<file path="src/rtl/exe_muldiv_unit.sv">
// EXE-stage iterative multiply/divide unit: 1 bit per cycle shift-add multiplier and
// restoring divider writing HI/LO, with pipeline stall and flush handling.
module exe_muldiv_unit #(
  parameter int unsigned WIDTH     = 32,
  parameter logic [5:0]  CMD_MULT  = 6'd24,
  parameter logic [5:0]  CMD_MULTU = 6'd25,
  parameter logic [5:0]  CMD_DIV   = 6'd26,
  parameter logic [5:0]  CMD_DIVU  = 6'd27
) (
  input  logic             clk,
  input  logic             rst,
  input  logic             Flush,
  input  logic [5:0]       EXE_CMD,
  input  logic [WIDTH-1:0] Val1,
  input  logic [WIDTH-1:0] Val2,
  output logic             Stall,
  output logic             Done,
  output logic [WIDTH-1:0] HI,
  output logic [WIDTH-1:0] LO
);

  localparam int unsigned CW = (WIDTH > 1) ? $clog2(WIDTH) : 1;
  localparam logic [CW-1:0] LAST_CNT = CW'(WIDTH - 1);

  typedef enum logic [1:0] {
    S_IDLE = 2'd0,
    S_RUN  = 2'd1,
    S_DONE = 2'd2
  } state_t;

  state_t state_q, state_d;

  logic [CW-1:0]    count_q;
  logic [WIDTH-1:0] acc_hi_q;
  logic [WIDTH-1:0] acc_lo_q;
  logic [WIDTH-1:0] opb_q;
  logic [WIDTH-1:0] orig_a_q;
  logic             is_div_q;
  logic             neg_q_q;
  logic             neg_r_q;

  // Command decode and operand conditioning
  logic             cmd_mult, cmd_multu, cmd_div, cmd_divu;
  logic             valid_cmd, cmd_signed, cmd_is_div;
  logic             a_neg, b_neg;
  logic [WIDTH-1:0] a_mag, b_mag;
  logic             start_c;
  logic             last_c;

  always_comb begin
    cmd_mult   = (EXE_CMD == CMD_MULT);
    cmd_multu  = (EXE_CMD == CMD_MULTU);
    cmd_div    = (EXE_CMD == CMD_DIV);
    cmd_divu   = (EXE_CMD == CMD_DIVU);
    valid_cmd  = cmd_mult | cmd_multu | cmd_div | cmd_divu;
    cmd_signed = cmd_mult | cmd_div;
    cmd_is_div = cmd_div | cmd_divu;
    a_neg      = cmd_signed & Val1[WIDTH-1];
    b_neg      = cmd_signed & Val2[WIDTH-1];
    a_mag      = a_neg ? -Val1 : Val1;
    b_mag      = b_neg ? -Val2 : Val2;
    // rst gates the start so Stall drops the moment reset asserts
    start_c    = (state_q == S_IDLE) & valid_cmd & ~Flush & ~rst;
    last_c     = (count_q == LAST_CNT);
  end

  assign Stall = (state_q == S_RUN) | start_c;

  // One iteration of either datapath
  logic [WIDTH:0]   mul_sum;
  logic [WIDTH:0]   div_shift;
  logic [WIDTH-1:0] div_diff;
  logic             div_ge;
  logic [WIDTH-1:0] step_hi, step_lo;

  always_comb begin
    mul_sum   = {1'b0, acc_hi_q} + (acc_lo_q[0] ? {1'b0, opb_q} : {(WIDTH+1){1'b0}});
    div_shift = {acc_hi_q, acc_lo_q[WIDTH-1]};
    div_ge    = (div_shift >= {1'b0, opb_q});
    // Remainder before the shift is below the divisor, so the difference fits WIDTH bits
    div_diff  = div_shift[WIDTH-1:0] - opb_q;
    if (is_div_q) begin
      step_hi = div_ge ? div_diff : div_shift[WIDTH-1:0];
      step_lo = {acc_lo_q[WIDTH-2:0], div_ge};
    end else begin
      step_hi = mul_sum[WIDTH:1];
      step_lo = {mul_sum[0], acc_lo_q[WIDTH-1:1]};
    end
  end

  // Sign correction and divide-by-zero handling of the final iteration
  logic [2*WIDTH-1:0] prod_raw, prod_fix;
  logic [WIDTH-1:0]   res_hi, res_lo;

  always_comb begin
    prod_raw = {step_hi, step_lo};
    prod_fix = neg_q_q ? -prod_raw : prod_raw;
    res_hi   = prod_fix[2*WIDTH-1:WIDTH];
    res_lo   = prod_fix[WIDTH-1:0];
    if (is_div_q) begin
      if (opb_q == '0) begin
        res_hi = orig_a_q;
        res_lo = '1;
      end else begin
        res_hi = neg_r_q ? -step_hi : step_hi;
        res_lo = neg_q_q ? -step_lo : step_lo;
      end
    end
  end

  // State register
  always_ff @(posedge clk or posedge rst) begin
    if (rst) state_q <= S_IDLE;
    else     state_q <= state_d;
  end

  // Next-state logic
  always_comb begin
    state_d = state_q;
    case (state_q)
      S_IDLE:  if (start_c) state_d = S_RUN;
      S_RUN: begin
        if (Flush)       state_d = S_IDLE;
        else if (last_c) state_d = S_DONE;
      end
      S_DONE:  state_d = S_IDLE;
      default: state_d = S_IDLE;
    endcase
  end

  // Datapath, result registers and completion pulse
  always_ff @(posedge clk or posedge rst) begin
    if (rst) begin
      count_q  <= '0;
      acc_hi_q <= '0;
      acc_lo_q <= '0;
      opb_q    <= '0;
      orig_a_q <= '0;
      is_div_q <= 1'b0;
      neg_q_q  <= 1'b0;
      neg_r_q  <= 1'b0;
      HI       <= '0;
      LO       <= '0;
      Done     <= 1'b0;
    end else begin
      Done <= 1'b0;
      if (start_c) begin
        count_q  <= '0;
        acc_hi_q <= '0;
        acc_lo_q <= a_mag;
        opb_q    <= b_mag;
        orig_a_q <= Val1;
        is_div_q <= cmd_is_div;
        neg_q_q  <= a_neg ^ b_neg;
        neg_r_q  <= cmd_is_div & a_neg;
      end else if ((state_q == S_RUN) && !Flush) begin
        count_q  <= count_q + CW'(1);
        acc_hi_q <= step_hi;
        acc_lo_q <= step_lo;
        if (last_c) begin
          HI   <= res_hi;
          LO   <= res_lo;
          Done <= 1'b1;
        end
      end
    end
  end

endmodule

</file>
<file path="config.mk">
export PLATFORM = sky130hd
export DESIGN_NAME = exe_muldiv_unit
export DESIGN_NICKNAME = d
export VERILOG_FILES = /design/src/rtl/exe_muldiv_unit.sv
export SDC_FILE = /design/constraint.sdc
export NUM_CORES = 1
export LEC_CHECK = 0
export CAP_MARGIN = 20
export CELL_PAD_IN_SITES_DETAIL_PLACEMENT = 1
export CELL_PAD_IN_SITES_GLOBAL_PLACEMENT = 1
export CORE_ASPECT_RATIO = 1.1
export CORE_MARGIN = 3
export CORE_UTILIZATION = 45
export CTS_CLUSTER_SIZE = 8
export DETAILED_ROUTE_END_ITERATION = 7
export MAX_ROUTING_LAYER = met4
export PLACE_DENSITY_LB_ADDON = 0.1
export SYNTH_ARGS = -nofsm -noshare
export SYNTH_HDL_FRONTEND = slang
export SYNTH_SLANG_ARGS = --single-unit
</file>
<file path="constraint.sdc">
create_clock -name clk -period 8 [get_ports clk]
set_input_delay 2 -clock clk [delete_from_list [all_inputs] [get_ports clk]]
set_output_delay 2 -clock clk [all_outputs]
set_load 0.01 [all_outputs]
</file>
==> results.py <==
metrics = {
    "detailed_routing": {
        "firstDrtPassIters": 5,
        "drt-vias-per-instance": 6.34,
        "vias": 17100,
        "drtIter0Drc": 996,
        "avgRoutedWirePerCell_um": 25.3,
        "drt_wl_total_mm": 68.3,
        "drc_errors": 0,
        "ant_nets": 0,
    },
    "synthesis": {
        "yosys.area_share.adder": 0.0537,
        "synth_area_um2": 17000,
        "syn_inst": 2145,
        "synth_top_family_by_area": "compound AO/OA/AOI/OAI gates",
        "yosysWarnings": 0,
        "synthesis.nets": 2290,
        "yosysTopAreaCellShare": 0.298,
        "yosys.area_share.simple": 0.214,
        "yosysTopAreaCell": "dfrtp_1",
        "synth_compound_gate_area_share": 0.259,
        "synth.distinct_cells": 106,
        "syn_avg_cell_area_um2": 7.95,
        "ys_seq_elements": 203,
        "synth_edf_count": 0,
        "async_reset_ff_frac": 1.00,
        "synthFlopType": "dfrtp_1",
        "synthTopCellsByArea": "dfrtp_1 (30%), nand2_1 (7.4%), o21ai_0 (6.0%)",
        "synth_xor_area_frac": 0.0961,
        "yosysSeqAreaShare": 0.298,
        "synth_mux_area_frac": 0.0297,
    },
    "power_and_ir_drop": {
        "internal_power_mw": 3.51,
        "peakVddDrop_mv": 0.240,
        "powerDensity_nw_per_um2": 374,
        "power.leakage_nw": 8.07,
        "p_clk_frac": 0.155,
        "p_total_mw": 7.28,
        "power_frac_seq": 0.215,
        "comb_power_share": 0.630,
        "switching_power_mw": 3.77,
        "netSwitchingFraction": 0.518,
    },
    "timing": {
        "hold_viol_final": 0,
        "rsz0062_at_grt": "false",
        "fmax_mhz": 171,
        "maxSlewViolCount": 0,
        "fin_worst_skew_ns": 0.0187,
        "setup_viol": 0,
        "fin_crit_ns": 5.84,
        "setup_tns_ns": 0,
        "finalCritPeriodShare": 0.730,
        "timing.hold.ws_ns": 0.470,
        "relSlewSlack": 0.273,
        "max_slew.worst_pin.slew_ns": 1.09,
    },
    "final_layout": {
        "fin_util": 0.523,
        "seqCellArea_um2": 5080,
        "nets": 2347,
        "multi_input_area_um2": 11100,
        "layout_commonest_cell": "nand2_1",
        "num_antenna_cells": 0,
        "final_cell_mix": "nand2_1 (337), o21ai_0 (204), dfrtp_1 (201)",
        "syn2layout_area_growth_pct": 14.3,
        "drive_gt1_frac": 0.0530,
        "fin_cells": 2701,
        "fill_cells": 4509,
    },
    "worst_hold_path": {
        "hold_class": "reg -> reg",
        "hold_start": "orig_a_q[11]",
    },
    "clocking": {
        "clk_path_buf_depth": 3,
        "cts_made_buffers": 29,
        "htreeDepth": 1,
        "insertion_delay_ns": 0.57,
        "cts_root_buffer": "clkbuf_16",
        "cts.clk_slew.worst_paths_ns": 0.05,
        "ctsHoldBuffers": 0,
        "cts_tree": "done",
        "cts_resized": 0,
        "postCtsSetupBuffers": 0,
        "clkSinkCount": 203,
    },
    "setup_path": {
        "crit_type": "in -> out",
        "start_kind": "input port",
        "end_kind": "primary output",
        "arrival_ns": 3.84,
        "timing.rr.start": "opb_q[20]",
        "cp_max_fo": 4,
        "cp.required_ns": 6.00,
        "crit_start": "EXE_CMD[2]",
    },
    "die": {
        "pin_count": 139,
        "die-area_um2": 40300,
        "start_util": 0.458,
        "core.rowCount": 74,
        "die_y_um": 210,
        "core_um2": 37200,
        "die_w_um": 192,
    },
    "global_routing": {
        "grt_max_degree": 99,
        "grt_overflow": 0,
        "grt_antenna_before_repair": 0,
        "grt_util_all_layers": 0.347,
        "grt_pass1_wl_mm": 106,
        "grt_pass1_vias": 17900,
    },
    "place": {
        "place_inst": 2664,
        "hpwl_mm": 52.1,
        "gp_congestion": 0.905,
        "portBuffers": 138,
    },
    "job": {
        "maxCapViolations": 0,
    },
    "run_status": {
        "outcome": "finished, final reports clean",
    },
}
==> kinds of logic (layout without fill, tap and decap cells) <==
logic type / Yosys count / after routing
xor+xnor: 187 / 187
flops: 203 / 203
buf+inv: 213 / 275
compound gates: 659 / 659
fa+ha+maj: 72 / 72
simple gates: 762 / 762
mux: 49 / 49
==> layout make-up <==
class / instances / share of cell area
clock buffers: 35 / 0.0389
clock inverters: 1 / 0.000450
inverters: 78 / 0.0154
multi-input cells: 1729 / 0.572
flip-flops and latches: 203 / 0.261
well taps: 494 / 0.0317
repair buffers: 161 / 0.0808
==> power by group through the flow <==
stage,Clock [mW],Combinational (mW),Sequential (mW)
global placement,0,4.42,1.56
floorplan,0,3.28,1.39
detailed placement,0,4.49,1.57
global route,1.19,4.98,1.58
CTS,1.14,4.54,1.56
finish,1.13,4.59,1.56
==> critical path: stages <==
cell             delay, ns
clkdlybuf4s50_1       0.41
nand4bb_1             0.47
nand2b_4              0.29
o21ai_0               0.10
clkdlybuf4s50_1       0.56
==> final timing paths <==
kind	depth (start not counted)	end	slack, ns
worst max-delay path	5	Stall	2.16
worst min-delay path	2	orig_a_q[11]	0.47
worst max register to register	18	HI[30]	2.32
worst min register to register	2	orig_a_q[11]	0.47
max in group asynchronous	3	is_div_q	4.58
min in group asynchronous	2	LO[14]	2.02
==> routing by layer <==
layer  wire length (um)  vias up  global-route usage
met5                  0        -                   -
met4               4130        0               0.169
met3               2820      195              0.0384
met2              33900      502               0.592
met1              27400     8541               0.406
li1                   -     7887                   -
==> sequential cells by signal, summed over array words and instances, names as in the netlist <==
name	cells
neg_q_q	1
is_div_q	1
neg_r_q	1
state_q	2
Done	1
LO	32
count_q	5
acc_hi_q	32
acc_lo_q	32
HI	32
opb_q	32
orig_a_q	32
==> metrics by stage <==
step           instance area (um^2)  worst slack [ns]
2_1_floorplan                 17000             0.461
3_3_place_gp                  18700              2.14
3_5_place_dp                  18700              2.15
4_1_cts                       19500              2.13
5_1_grt                       19500              2.08
6_report                      19500              2.16
==> synth_stat cells, types with 5 or more instances <==
cell type / instances
or3_1: 14
nor2_1: 104
xnor2_1: 100
o21a_1: 17
o31ai_1: 29
xor2_1: 87
buf_2: 18
and2_1: 37
a211oi_1: 23
nand2_1: 337
o41ai_1: 12
nand2b_1: 12
and4_1: 5
or2_2: 7
a21o_1: 23
ha_1: 70
nor2b_1: 13
o311ai_0: 5
clkbuf_1: 102
o21bai_1: 11
o21ai_1: 28
dfrtp_1: 203
mux2i_1: 42
o22a_1: 33
a31oi_1: 24
o221ai_1: 6
or4_1: 8
a22oi_1: 11
nor4_1: 26
inv_1: 77
a21oi_1: 103
nand4_1: 35
o211ai_1: 38
nand3_1: 82
buf_1: 10
nor3_1: 41
and3_1: 15
o22ai_1: 9
o21ai_0: 204
Note: power is estimated with default switching activity, not from simulation.
